**src/rtl/mult_datapath.sv**
```systemverilog
// Shift-add multiplier datapath (operands, accumulator, bit counter) for the Load/Sh/Ad control FSM.
// Define MULT_SIGNED_EN for two's-complement operands (arithmetic shift, final-bit subtract).
module mult_datapath #(
    parameter int N = 4
) (
    input  logic           Clk,
    input  logic           Reset,
    input  logic           Start,
    input  logic [N-1:0]   Multiplicand,
    input  logic [N-1:0]   Multiplier,
    input  logic           Load,
    input  logic           Sh,
    input  logic           Ad,
    output logic           K,
    output logic           M,
    output logic [2*N-1:0] Product,
    output logic           Done,
    output logic           Busy
);
    localparam int CW = $clog2(N + 1);

    logic [2*N:0]  acc;
    logic [N-1:0]  mcnd;
    logic [CW-1:0] cnt;
    logic          pend, busy, skip, done;

    logic [N:0]    upper, addend, sum;
    logic [2*N:0]  acc_sh;
    logic          last, msb_in;

    // Sum feeds the shifter directly so an Ad+Sh cycle adds then shifts.
    always_comb begin
        upper = acc[2*N:N];
        last  = (cnt == CW'(1));
`ifdef MULT_SIGNED_EN
        addend = {mcnd[N-1], mcnd};
        sum    = upper;
        if (Ad) sum = last ? upper - addend : upper + addend;
        msb_in = sum[N];
`else
        addend = {1'b0, mcnd};
        sum    = Ad ? upper + addend : upper;
        msb_in = 1'b0;
`endif
        acc_sh = {msb_in, sum, acc[N-1:1]};
    end

    always_ff @(posedge Clk) begin
        if (!Reset) begin
            acc  <= '0;
            mcnd <= '0;
            cnt  <= '0;
            pend <= 1'b0;
            busy <= 1'b0;
            skip <= 1'b0;
            done <= 1'b0;
        end else if (Load) begin
            acc  <= {{(N+1){1'b0}}, Multiplier};
            mcnd <= Multiplicand;
            cnt  <= CW'(N);
            busy <= 1'b1;
            skip <= 1'b1;
            pend <= 1'b0;
            done <= 1'b0;
        end else begin
            if (Start && !busy && !pend) pend <= 1'b1;
            if (busy) begin
                // First Sh after Load is the FSM's dummy shift.
                if (skip) begin
                    if (Sh) skip <= 1'b0;
                end else if (Sh) begin
                    acc <= acc_sh;
                    cnt <= cnt - CW'(1);
                    if (last) begin
                        busy <= 1'b0;
                        done <= 1'b1;
                    end
                end else if (Ad) begin
                    acc <= {sum, acc[N-1:0]};
                end
            end
        end
    end

    assign K       = pend;
    assign M       = acc[0];
    assign Product = acc[2*N-1:0];
    assign Done    = done;
    assign Busy    = busy;
endmodule

```
**config.mk**
```make
export PLATFORM = sky130hd
export DESIGN_NAME = mult_datapath
export DESIGN_NICKNAME = d
export VERILOG_FILES = /design/src/rtl/mult_datapath.sv
export SDC_FILE = /design/constraint.sdc
export NUM_CORES = 1
export LEC_CHECK = 0
export ABC_AREA = 1
export CAP_MARGIN = 15
export CORE_MARGIN = 5
export CORE_UTILIZATION = 57
export DETAILED_ROUTE_END_ITERATION = 16
export DONT_BUFFER_PORTS = 1
export PLACE_DENSITY = 0.71
export SLEW_MARGIN = 20
export SYNTH_ARGS = -nofsm -noshare
export SYNTH_HDL_FRONTEND = slang
export SYNTH_SLANG_ARGS = --single-unit
```
**constraint.sdc**
```tcl
create_clock -name Clk -period 2.7 [get_ports Clk]
set_input_delay 0.27 -clock Clk [delete_from_list [all_inputs] [get_ports Clk]]
set_output_delay 0.27 -clock Clk [all_outputs]
set_load 0.02 [all_outputs]
```
==> summary.md, run 1 <==
| Metric | Value |
|---|---|
| Min-delay worst type | input port to register |
| Synth cell types | 21 |
| Initial antenna violation count | 0 |
| Per-cell routed wire length | about 13 µm |
| Clock share of power | a little under two fifths |
| Reg area | roughly 400 µm² |
| WS Path Type | register to register |
| Post-synth EDFFs | 0 |
| Global Route Usage Sum | between 10% and 20% |
| Crit path cell chain | ha_1 > fa_1 > nand3_1 > nand3_1 > nand3_1 > nand2_1 > nand2_1 > nand3_1 > nand2_1 > inv_1 |
| Initial DRC count | 13 |
| CTS Buffer Depth | 2 |
| Mapped Cells | roughly 160 |
| Via count | between 900 and 1,000 |
| DRT Pass-1 Iters | 4 |
| Area grow syn2layout | 1.90% |
| CTS tree | done |
| Slew @ Worst Pin | around 0.42 ns |
| Initial Util | between 50% and 60% |
| Max Slew Vio Count | 0 |
| Fraction of power spent switching nets | 25.1% |
| Fin crit share | approximately two thirds |
| Resize count post-CTS | 0 |
| Via density | 5.29 |
| CTS clk-pin slew, worst paths | around 0.12 ns |
| Fillcell total | around 190 |
| Largest net degree at the start of global routing | 16 |
| IO Pins | 26 |
| Hold-fix buffers at CTS | 0 |
| Vias in the first global route | 906 |
| GRT overflow | 0 |
| Cell-internal power | a little under 500 µW |
| First-pass GRT wire length | 3.97 mm |
| Synth Flop Type | dfxtp_1 |
| Yosys reg bits | 20 |
| Leakage | between 0.5 and 0.6 nW |
| Crit-path leading delay family | adder cells |
| Flop pwr share | between 50% and 60% |
| Placer congestion estimate | just under 0.8 |
| Power Density | 566 nW/µm² |
| Combinational power share | a little over a tenth |
| H-tree levels | 1 |
| Max-cap violations | 0 |
| CP most frequent cell | nand3_1 |
| Antenna violation net count after detailed routing | 0 |
| Layout cells sized above 1 | between 7 and 8% |
| Die Area | 2960 µm² |
| Critical Path Max Stage Delay | 0.42 ns |
| Commonest non-fill, non-tap cell in the layout | nand2_1 |
| WL final | ~2.3 mm |
| Diode count | 0 |
| Psw | roughly 160 µW |
| RSZ-0062 raised after global routing | false |
| Area of the multi-input gates | around 570 µm² |
| Die X | between 50 and 60 µm |
| Most frequent cells in the layout | 39 x nand2_1, 20 x dfxtp_1, 20 x inv_1 |
| Critical Path End Type | register |
| WP data required | roughly 2.9 ns |
| Syn Area/Cell | between 7 and 8 µm² |
| Worst EP arrival | about 2.0 ns |
| Number of warnings issued by yosys | 0 |
| Worst setup SP type | register |
| Worst-Skew Late Latency | 0.31 ns |
| Register area share after synthesis | a little over a third |
| Final hold viol count | 0 |
| Nets | approximately 180 |
| # rows | 16 |
| Placed instance area | 1090 µm² |
| Period minus WS final | 1.78 ns |
| DP HPWL | 1.78 mm |
| DRC | 0 |
| Cell Area, Synth | 1120 µm² |
| Post-CTS Setup Bufs | 0 |
| FMAX | ~560 MHz |
| Final setup fails | 0 |
| Status | finished clean |
| Ys async rst share | 0% |
| Slowest cell on crit path | dfxtp_1 |
| # port buffers | 0 |
| Mapped Nets | 180 |
| Die height | 54.4 µm |
| WP buf/inv | 1 |
| CP Max Fanout | 4 |
| Root Driver | clkbuf_4 |
| TNS Setup | 0 ns |
| Slew margin rel. | 71.9% |
| Clock sink count | 20 |
| Placeable Area | between 1500 and 2000 µm² |
| VDD IR max | ~0.00032 V |
| Number of buffers created by CTS | 3 |
| Design Area, Final | 1140 µm² |
| Clock Skew | roughly 0.006 ns |
## path summary, 6_finish.rpt
check | from | endpoint | slack, ns | cells past startpoint
worst max register to register | acc[4]$_SDFFE_PP0P_ | acc[7]$_SDFFE_PP0P_ | 0.92 | 10
worst min register to register | cnt[1]$_SDFFE_PP0P_ | cnt[1]$_SDFFE_PP0P_ | 0.50 | 2
worst min-delay path | Reset | cnt[2]$_SDFFE_PN0P_ | 0.05 | 2
worst max-delay path | acc[4]$_SDFFE_PP0P_ | acc[7]$_SDFFE_PP0P_ | 0.92 | 10
## registers in the layout (all words and copies together), names as in the netlist
| signal | count |
|---|---|
| skip | 1 |
| K | 1 |
| Busy | 1 |
| acc | 9 |
| Done | 1 |
| cnt | 3 |
| mcnd | 4 |
## cells by family (layout without fill, tap and decap cells)
logic type / count (synthesis) / count (layout) / share of synthesized area (%)
buf+inv: 32 / 27 / 13.5
fa+ha+maj: 7 / 7 / 8.47
simple gates: 72 / 72 / 27.9
flops: 20 / 20 / 35.7
compound gates: 28 / 28 / 14.5
## cell usage after synthesis, types with 2 or more instances
cell,instances,area (µm²)
buf_4,8,60.1
ha_1,6,75.1
inv_2,3,11.3
dfxtp_1,20,400
a31oi_1,6,37.5
o21ai_0,11,55.1
nor2_1,15,56.3
nand2_1,39,146
o21ai_1,2,10.0
inv_1,20,75.1
nand3_1,13,65.1
a21oi_1,7,35.0
## worst reg2reg max path: cells and delay by family (launching register included)
kind          cells  cell delay [ns]
fa+ha+maj         2             0.68
simple gates      7             0.57
flops             1             0.42
buf+inv           1             0.03
## cell type report
type | count | share of cell area, %
sequential | 20 | 35.0
tap | 27 | 2.95
multi-input combinational | 107 | 49.9
clock inverter | 1 | 2.63
clock buffer | 3 | 1.97
inverter | 23 | 7.55
## power groups by stage
stage	clock [mW]	combinational, mW	sequential (mW)
after floorplan	0	0.0720	0.328
after global placement	0	0.0649	0.339
after detailed placement	0	0.0681	0.339
after CTS	0.252	0.0686	0.332
after global routing	0.272	0.0797	0.335
final	0.247	0.0684	0.332
## layer usage
layer  global-route usage [%]  up-vias  part of all wire (%)
met1                     22.1      444                    41
met2                     31.5       20                    52
met5                        0        -                     0
met3                     4.36        2                   6.4
met4                     7.47        0                  0.52
li1                         -      491                     -
## stage by stage
stage / hold WS (ns) / util [%] / instances / power (mW) / setup WS, ns
after global routing: 0.0423 / 59.5 / 181 / 0.686 / 0.805
final: 0.0529 / 59.5 / 181 / 0.647 / 0.922
after CTS: 0.0465 / 59.5 / 181 / 0.653 / 0.939
after floorplan: 0.368 / - / 159 / 0.400 / 1.20
after detailed placement: 0.375 / 56.8 / 177 / 0.407 / 0.979
after global placement: 0.372 / 56.8 / 177 / 0.404 / 1.03
Note: power is estimated with default switching activity, not from simulation.
==> run 2: changes to the inputs <==
==> constraint.sdc (replaced) <==
create_clock -name Clk -period 1.8 [get_ports Clk]
set_input_delay 0.18 -clock Clk [delete_from_list [all_inputs] [get_ports Clk]]
set_output_delay 0.18 -clock Clk [all_outputs]
set_load 0.02 [all_outputs]
==> summary.md, run 2 (synthesis gave the netlist of run 1 again) <==
| Metric | Value |
|---|---|
| Worst-Skew Late Latency | 0.30 ns (was 0.31 ns) |
| DRC | 0 (unchanged) |
| Post-CTS Setup Bufs | 0 (unchanged) |
| WP data required | 2.05 ns (was 2.92 ns) |
| Diode count | 0 (unchanged) |
| Critical Path End Type | register (unchanged) |
| Placed instance area | 1110 µm² (was 1090 µm²) |
| WL final | 2.31 mm (was 2.32 mm) |
| # rows | 16 (unchanged) |
| First-pass GRT wire length | 3.79 mm (was 3.97 mm) |
| Per-cell routed wire length | 12.5 µm (was 12.8 µm) |
| Worst Hold End | mcnd[2]$_SDFFE_PN0P_ (was cnt[2]$_SDFFE_PN0P_) |
| Max reg flops | 9 (unchanged) |
| Layout cells sized above 1 | 8.28% (was 7.14%) |
| Fillcell total | 189 (was 193) |
| Final hold viol count | 1 (was 0) |
| Commonest non-fill, non-tap cell in the layout | nand2_1 (unchanged) |
| Most flop-heavy register | acc (unchanged) |
| DP HPWL | 1.79 mm (was 1.78 mm) |
| Period minus WS final | 1.59 ns (was 1.78 ns) |
| Initial DRC count | 16 (was 13) |
| Via density | 5.14 (was 5.29) |
| Hold WS | -0.00331 ns (was 0.0529 ns) |
| # port buffers | 0 (unchanged) |
| PnR worst setup slack | 0.208 ns (was 0.922 ns) |
| WP buf/inv | 2 (was 1) |
| Power Density | 752 nW/µm² (was 566 nW/µm²) |
| Leakage | 0.528 nW (was 0.520 nW) |
| Crit path cell chain | ha_1 > fa_1 > inv_1 > o21ai_0 > o21ai_1 > nand2_1 > nand2_1 > inv_1 > a21oi_1 (was ha_1 > fa_1 > nand3_1 > nand3_1 > nand3_1 > nand2_1 > nand2_1 > nand3_1 > nand2_1 > inv_1) |
| Slew margin rel. | 71.8% (was 71.9%) |
| Nets | 179 (was 176) |
| Die Area | 2960 µm² (unchanged) |
| Clock sink count | 20 (unchanged) |
| CP Max Fanout | 3 (was 4) |
| Clock Skew | 0.00186 ns (was 0.00613 ns) |
| Slowest cell on crit path | fa_1 (was dfxtp_1) |
| Die height | 54.4 µm (unchanged) |
| Design Area, Final | 1150 µm² (was 1140 µm²) |
| IO Pins | 26 (unchanged) |
| Flop2flop setup slack | 0.21 ns (was 0.92 ns) |
| Die X | 54.4 µm (unchanged) |
| Critical Path Max Stage Delay | 0.41 ns (was 0.42 ns) |
| Root Driver | clkbuf_4 (unchanged) |
| Crit-path leading delay family | adder cells (unchanged) |
| Fin crit share | 88.5% (was 65.9%) |
| Placeable Area | 1920 µm² (unchanged) |
| Worst EP arrival | 1.84 ns (was 1.99 ns) |
| Initial Util | 58.4% (unchanged) |
| H-tree levels | 1 (unchanged) |
| CTS clk-pin slew, worst paths | 0.11 ns (was 0.12 ns) |
| Place WS | 0.222 ns (was 0.979 ns) |
| Top Registers | acc x9, mcnd x4, cnt x3 (unchanged) |
| Global Route Usage Sum | 17.6% (was 18.5%) |
| Min-delay worst type | input port to register (unchanged) |
| Most frequent cells in the layout | 39 x nand2_1, 20 x dfxtp_1, 20 x inv_1 (unchanged) |
| Max Slew Vio Count | 0 (unchanged) |
| Failing checks | negative hold slack |
| R2r startpoint | acc[4]$_SDFFE_PP0P_ (unchanged) |
| Largest net degree at the start of global routing | 16 (unchanged) |
| Max-cap violations | 0 (unchanged) |
| Initial antenna violation count | 0 (unchanged) |
| Reg area | 400 µm² (unchanged) |
| Placer congestion estimate | 0.757 (was 0.786) |
| CTS tree | done (unchanged) |
| DRT Pass-1 Iters | 4 (unchanged) |
| VDD IR max | 0.000558 V (was 0.000322 V) |
| FMAX | 628 MHz (was 562 MHz) |
| Vias in the first global route | 899 (was 906) |
| RSZ-0062 raised after global routing | false (unchanged) |
| CTS Buffer Depth | 2 (unchanged) |
| GRT overflow | 0 (unchanged) |
| WS Path Type | register to register (unchanged) |
| HP Start | Reset (unchanged) |
| Area of the multi-input gates | 571 µm² (unchanged) |
| Worst setup SP type | register (unchanged) |
| TNS Setup | 0 ns (unchanged) |
| Via count | 945 (was 957) |
| Number of buffers created by CTS | 3 (unchanged) |
| RR Endpoint | acc[6]$_SDFFE_PP0P_ (was acc[7]$_SDFFE_PP0P_) |
| Slew @ Worst Pin | 0.422 ns (about the same) |
| Final setup fails | 0 (unchanged) |
| Area grow syn2layout | 2.68% (was 1.90%) |
| Hold depth | 2 (unchanged) |
| Status | finished, violations left (was finished clean) |
| Antenna violation net count after detailed routing | 0 (unchanged) |
| Worst R2R Path Depth | 9 (was 10) |
run 2: changes by cell type in the layout (fill, tap and decap cells not counted):
cell,change
buf_4,+2
clkbuf_8,+1
bufinv_16,-1
dlygate4sd3_1,+1
run 2: how the worst max path moves through the flow:
stage / cells past startpoint / from / to / slack (ns)
4_1_cts: 9 / acc[4]$_SDFFE_PP0P_ / acc[6]$_SDFFE_PP0P_ / 0.21
5_1_grt: 9 / acc[4]$_SDFFE_PP0P_ / acc[6]$_SDFFE_PP0P_ / 0.08
3_5_place_dp: 10 / acc[4]$_SDFFE_PP0P_ / acc[7]$_SDFFE_PP0P_ / 0.22
2_1_floorplan: 10 / acc[4]$_SDFFE_PP0P_ / acc[7]$_SDFFE_PP0P_ / 0.30
6_report: 9 / acc[4]$_SDFFE_PP0P_ / acc[6]$_SDFFE_PP0P_ / 0.21
3_3_place_gp: 10 / acc[4]$_SDFFE_PP0P_ / acc[7]$_SDFFE_PP0P_ / 0.27
run 2: cell type report:
class / count / area share [%]
inverter: 23 / 7.49
clock buffer: 4 / 3.15
multi-input combinational: 107 / 49.5
tap: 27 / 2.93
sequential: 20 / 34.7
timing repair buffer: 3 / 2.17
run 2: power by group:
part	internal, mW	total (mW)	switching [mW]
Sequential	0.464	0.495	0.0305
Clock	0.123	0.264	0.140
Combinational	0.0408	0.108	0.0674
Total	0.629	0.867	0.238
run 2: repair_timing:
| item | in CTS | in global routing |
|---|---|---|
| resized for setup | 0 | 0 |
| endpoints found under the hold margin | 2 | 0 |
| hold buffers | 1 | 0 |
| endpoints found under the setup margin | 0 | 0 |
run 2: layer usage:
| metal | up-vias | track usage (%) | part of all wire (%) |
|---|---|---|---|
| met5 | - | 0 | 0 |
| met4 | 0 | 5.39 | 1.1 |
| met3 | 4 | 5.18 | 6.4 |
| met2 | 19 | 30.5 | 48 |
| met1 | 424 | 20.7 | 44 |
| li1 | 498 | - | - |
run 2: through the flow:
stage	hold WS [ns]	instances	utilization (%)	power [mW]
6_report	-0.00331	184	60.0	0.867
5_1_grt	0.00227	184	60.0	0.913
4_1_cts	0.00197	184	60.0	0.869
3_5_place_dp	0.284	179	57.6	0.612
3_3_place_gp	0.282	179	57.6	0.607
2_1_floorplan	0.278	159	-	0.600
==> run 3: changes to the inputs <==
--- a/config.mk
+++ b/config.mk
@@ -7,7 +7,7 @@
 export LEC_CHECK = 0
 export ABC_AREA = 1
 export CAP_MARGIN = 15
-export CORE_MARGIN = 5
+export CORE_MARGIN = 2
 export CORE_UTILIZATION = 57
 export DETAILED_ROUTE_END_ITERATION = 16
 export DONT_BUFFER_PORTS = 1
==> summary.md, run 3 (synthesis gave the netlist of run 1 again) <==
| Metric | Value |
|---|---|
| CTS Buffer Depth | 2 (unchanged) |
| HP Start | Reset (unchanged) |
| Via density | 5.05 (was 5.14) |
| Commonest non-fill, non-tap cell in the layout | nand2_1 (unchanged) |
| Via count | 929 (was 945) |
| Worst-Skew Late Latency | 0.30 ns (about the same) |
| Min-delay worst type | input port to register (unchanged) |
| RSZ-0062 raised after global routing | false (unchanged) |
| Hold depth | 2 (unchanged) |
| WP data required | 2.02 ns (was 2.05 ns) |
| Area grow syn2layout | 2.68% (unchanged) |
| CTS tree | done (unchanged) |
| Worst Hold End | Busy$_SDFF_PN0_ (was mcnd[2]$_SDFFE_PN0P_) |
| Layout cells sized above 1 | 8.28% (unchanged) |
| DRT Pass-1 Iters | 2 (was 4) |
| Flop pwr share | 57.6% (was 57.1%) |
| Max-cap violations | 0 (unchanged) |
| CP Max Fanout | 3 (unchanged) |
| Die X | 48.4 µm (was 54.4 µm) |
| # port buffers | 0 (unchanged) |
| Met3 WL | 93 µm (was 147 µm) |
| Worst R2R Path Depth | 10 (was 9) |
| Status | finished clean (was finished, violations left) |
| Diode count | 0 (unchanged) |
| Root Driver | clkbuf_4 (unchanged) |
| Critical Path Max Stage Delay | 0.40 ns (was 0.41 ns) |
| Fraction of power spent switching nets | 26.8% (was 27.5%) |
| Psw | 230 µW (was 238 µW) |
| DP HPWL | 1.67 mm (was 1.79 mm) |
| Top Registers | acc x9, mcnd x4, cnt x3 (unchanged) |
| WP buf/inv | 1 (was 2) |
| Slew margin rel. | 71.9% (was 71.8%) |
| Cell-internal power | 628 µW (was 629 µW) |
| Placer congestion estimate | 0.769 (was 0.757) |
| Slowest cell on crit path | fa_1 (unchanged) |
| Per-cell routed wire length | 11.9 µm (was 12.5 µm) |
| Max Slew Vio Count | 0 (unchanged) |
| Flop2flop setup slack | 0.20 ns (was 0.21 ns) |
| Clock Skew | 0.00465 ns (was 0.00186 ns) |
| Period minus WS final | 1.60 ns (was 1.59 ns) |
| DR top layer | met4 (unchanged) |
| Die Area | 2340 µm² (was 2960 µm²) |
| CP most frequent cell | nand3_1 |
| Critical Path End Type | register (unchanged) |
| Antenna violation net count after detailed routing | 0 (unchanged) |
| Final hold viol count | 0 (was 1) |
| Post-CTS Setup Bufs | 0 (unchanged) |
| WL final | 2.19 mm (was 2.31 mm) |
| FMAX | 624 MHz (was 628 MHz) |
| Placeable Area | 1900 µm² (was 1920 µm²) |
| Worst EP arrival | 1.82 ns (was 1.84 ns) |
| Clock share of power | 29.8% (was 30.4%) |
| Combinational power share | 12.6% (was 12.5%) |
| Global Route Usage Sum | 20.1% (was 17.6%) |
| Initial Util | 59.0% (was 58.4%) |
| First-pass GRT wire length | 3.66 mm (was 3.79 mm) |
| VDD IR max | 0.000545 V (was 0.000558 V) |
| Crit-path leading delay family | adder cells (unchanged) |
| Most frequent cells in the layout | 39 x nand2_1, 20 x dfxtp_1, 20 x inv_1 (unchanged) |
| Die height | 48.4 µm (was 54.4 µm) |
| H-tree levels | 1 (unchanged) |
| Initial DRC count | 13 (was 16) |
| WS Path Type | register to register (unchanged) |
| GRT overflow | 0 (unchanged) |
| Crit path cell chain | ha_1 > fa_1 > nand3_1 > nand3_1 > nand3_1 > nand2_1 > nand2_1 > nand3_1 > nand2_1 > inv_1 (was ha_1 > fa_1 > inv_1 > o21ai_0 > o21ai_1 > nand2_1 > nand2_1 > inv_1 > a21oi_1) |
| Fin crit share | 89.0% (was 88.5%) |
| Largest net degree at the start of global routing | 16 (unchanged) |
| CP startpoint | acc[4]$_SDFFE_PP0P_ (unchanged) |
| Most flop-heavy register | acc (unchanged) |
| Worst setup SP type | register (unchanged) |
| Initial antenna violation count | 0 (unchanged) |
| Max reg flops | 9 (unchanged) |
| Slew @ Worst Pin | 0.422 ns (about the same) |
| DRC | 0 (unchanged) |
| Final core utilization | 60.6% (was 60.0%) |
| Hold WS | 0.00658 ns (was -0.00331 ns) |
| Hold-fix buffers at CTS | 1 (unchanged) |
| Nets | 179 (unchanged) |
| Leakage | 0.528 nW (unchanged) |
| CTS clk-pin slew, worst paths | 0.11 ns (about the same) |
| Total Power | 859 µW (was 867 µW) |
| Number of buffers created by CTS | 3 (unchanged) |
| TNS Setup | 0 ns (unchanged) |
| WL met1 | 1.00 mm (was 1.02 mm) |
| R2r startpoint | acc[4]$_SDFFE_PP0P_ (unchanged) |
| # rows | 16 (unchanged) |
| Wire length on met2 | 1.06 mm (was 1.12 mm) |
| Vias in the first global route | 860 (was 899) |
| Power Density | 745 nW/µm² (was 752 nW/µm²) |
| IO Pins | 26 (unchanged) |
| Final setup fails | 0 (unchanged) |
| Clock sink count | 20 (unchanged) |
| RR Endpoint | acc[7]$_SDFFE_PP0P_ (was acc[6]$_SDFFE_PP0P_) |
| Resize count post-CTS | 0 (unchanged) |
-- run 3: cell counts in the layout (fill, tap and decap cells not counted) --
Identical to the previous run, type by type.
-- run 3: worst max path at each step --
stage                           to  cells past startpoint
2_1_floorplan  acc[7]$_SDFFE_PP0P_                     10
3_3_place_gp   acc[6]$_SDFFE_PP0P_                      9
3_5_place_dp   acc[7]$_SDFFE_PP0P_                     10
4_1_cts        acc[7]$_SDFFE_PP0P_                     10
5_1_grt        acc[6]$_SDFFE_PP0P_                      9
6_report       acc[7]$_SDFFE_PP0P_                     10
-- run 3: worst register-to-register path: stages, from the launching register on --
cell	delay, ns
dfxtp_1	0.33
ha_1	0.22
fa_1	0.40
nand3_1	0.08
nand3_1	0.09
nand3_1	0.08
nand2_1	0.07
nand2_1	0.06
nand3_1	0.07
nand2_1	0.08
inv_1	0.03
-- run 3: metal layers --
layer	track usage (%)	vias to the layer above
met1	23.7	403
met3	5.56	5
met2	34.5	19
met4	8.57	0
met5	0	-
li1	-	502
-- run 3: final cells by class --
cell class / count / area, µm²
multi-input cells: 107 / 571
clock buffers: 4 / 36.3
inverters: 23 / 86.3
fillers: 184 / 749
flip-flops and latches: 20 / 400
well taps: 27 / 33.8
repair buffers: 3 / 25.0
-- run 3: through the flow --
step           cell area (µm²)  cells  setup slack [ns]
2_1_floorplan             1120    159             0.296
3_3_place_gp              1110    179             0.255
3_5_place_dp              1110    179             0.197
4_1_cts                   1150    184             0.186
5_1_grt                   1150    184            0.0480
6_report                  1150    184             0.198
-- run 3: power groups by stage --
stage          clock [mW]  combinational (mW)  sequential, mW
2_1_floorplan           0               0.108           0.492
3_3_place_gp            0               0.103           0.505
3_5_place_dp            0               0.106           0.505
4_1_cts             0.262               0.109           0.495
5_1_grt             0.280               0.125           0.498
6_report            0.256               0.108           0.495
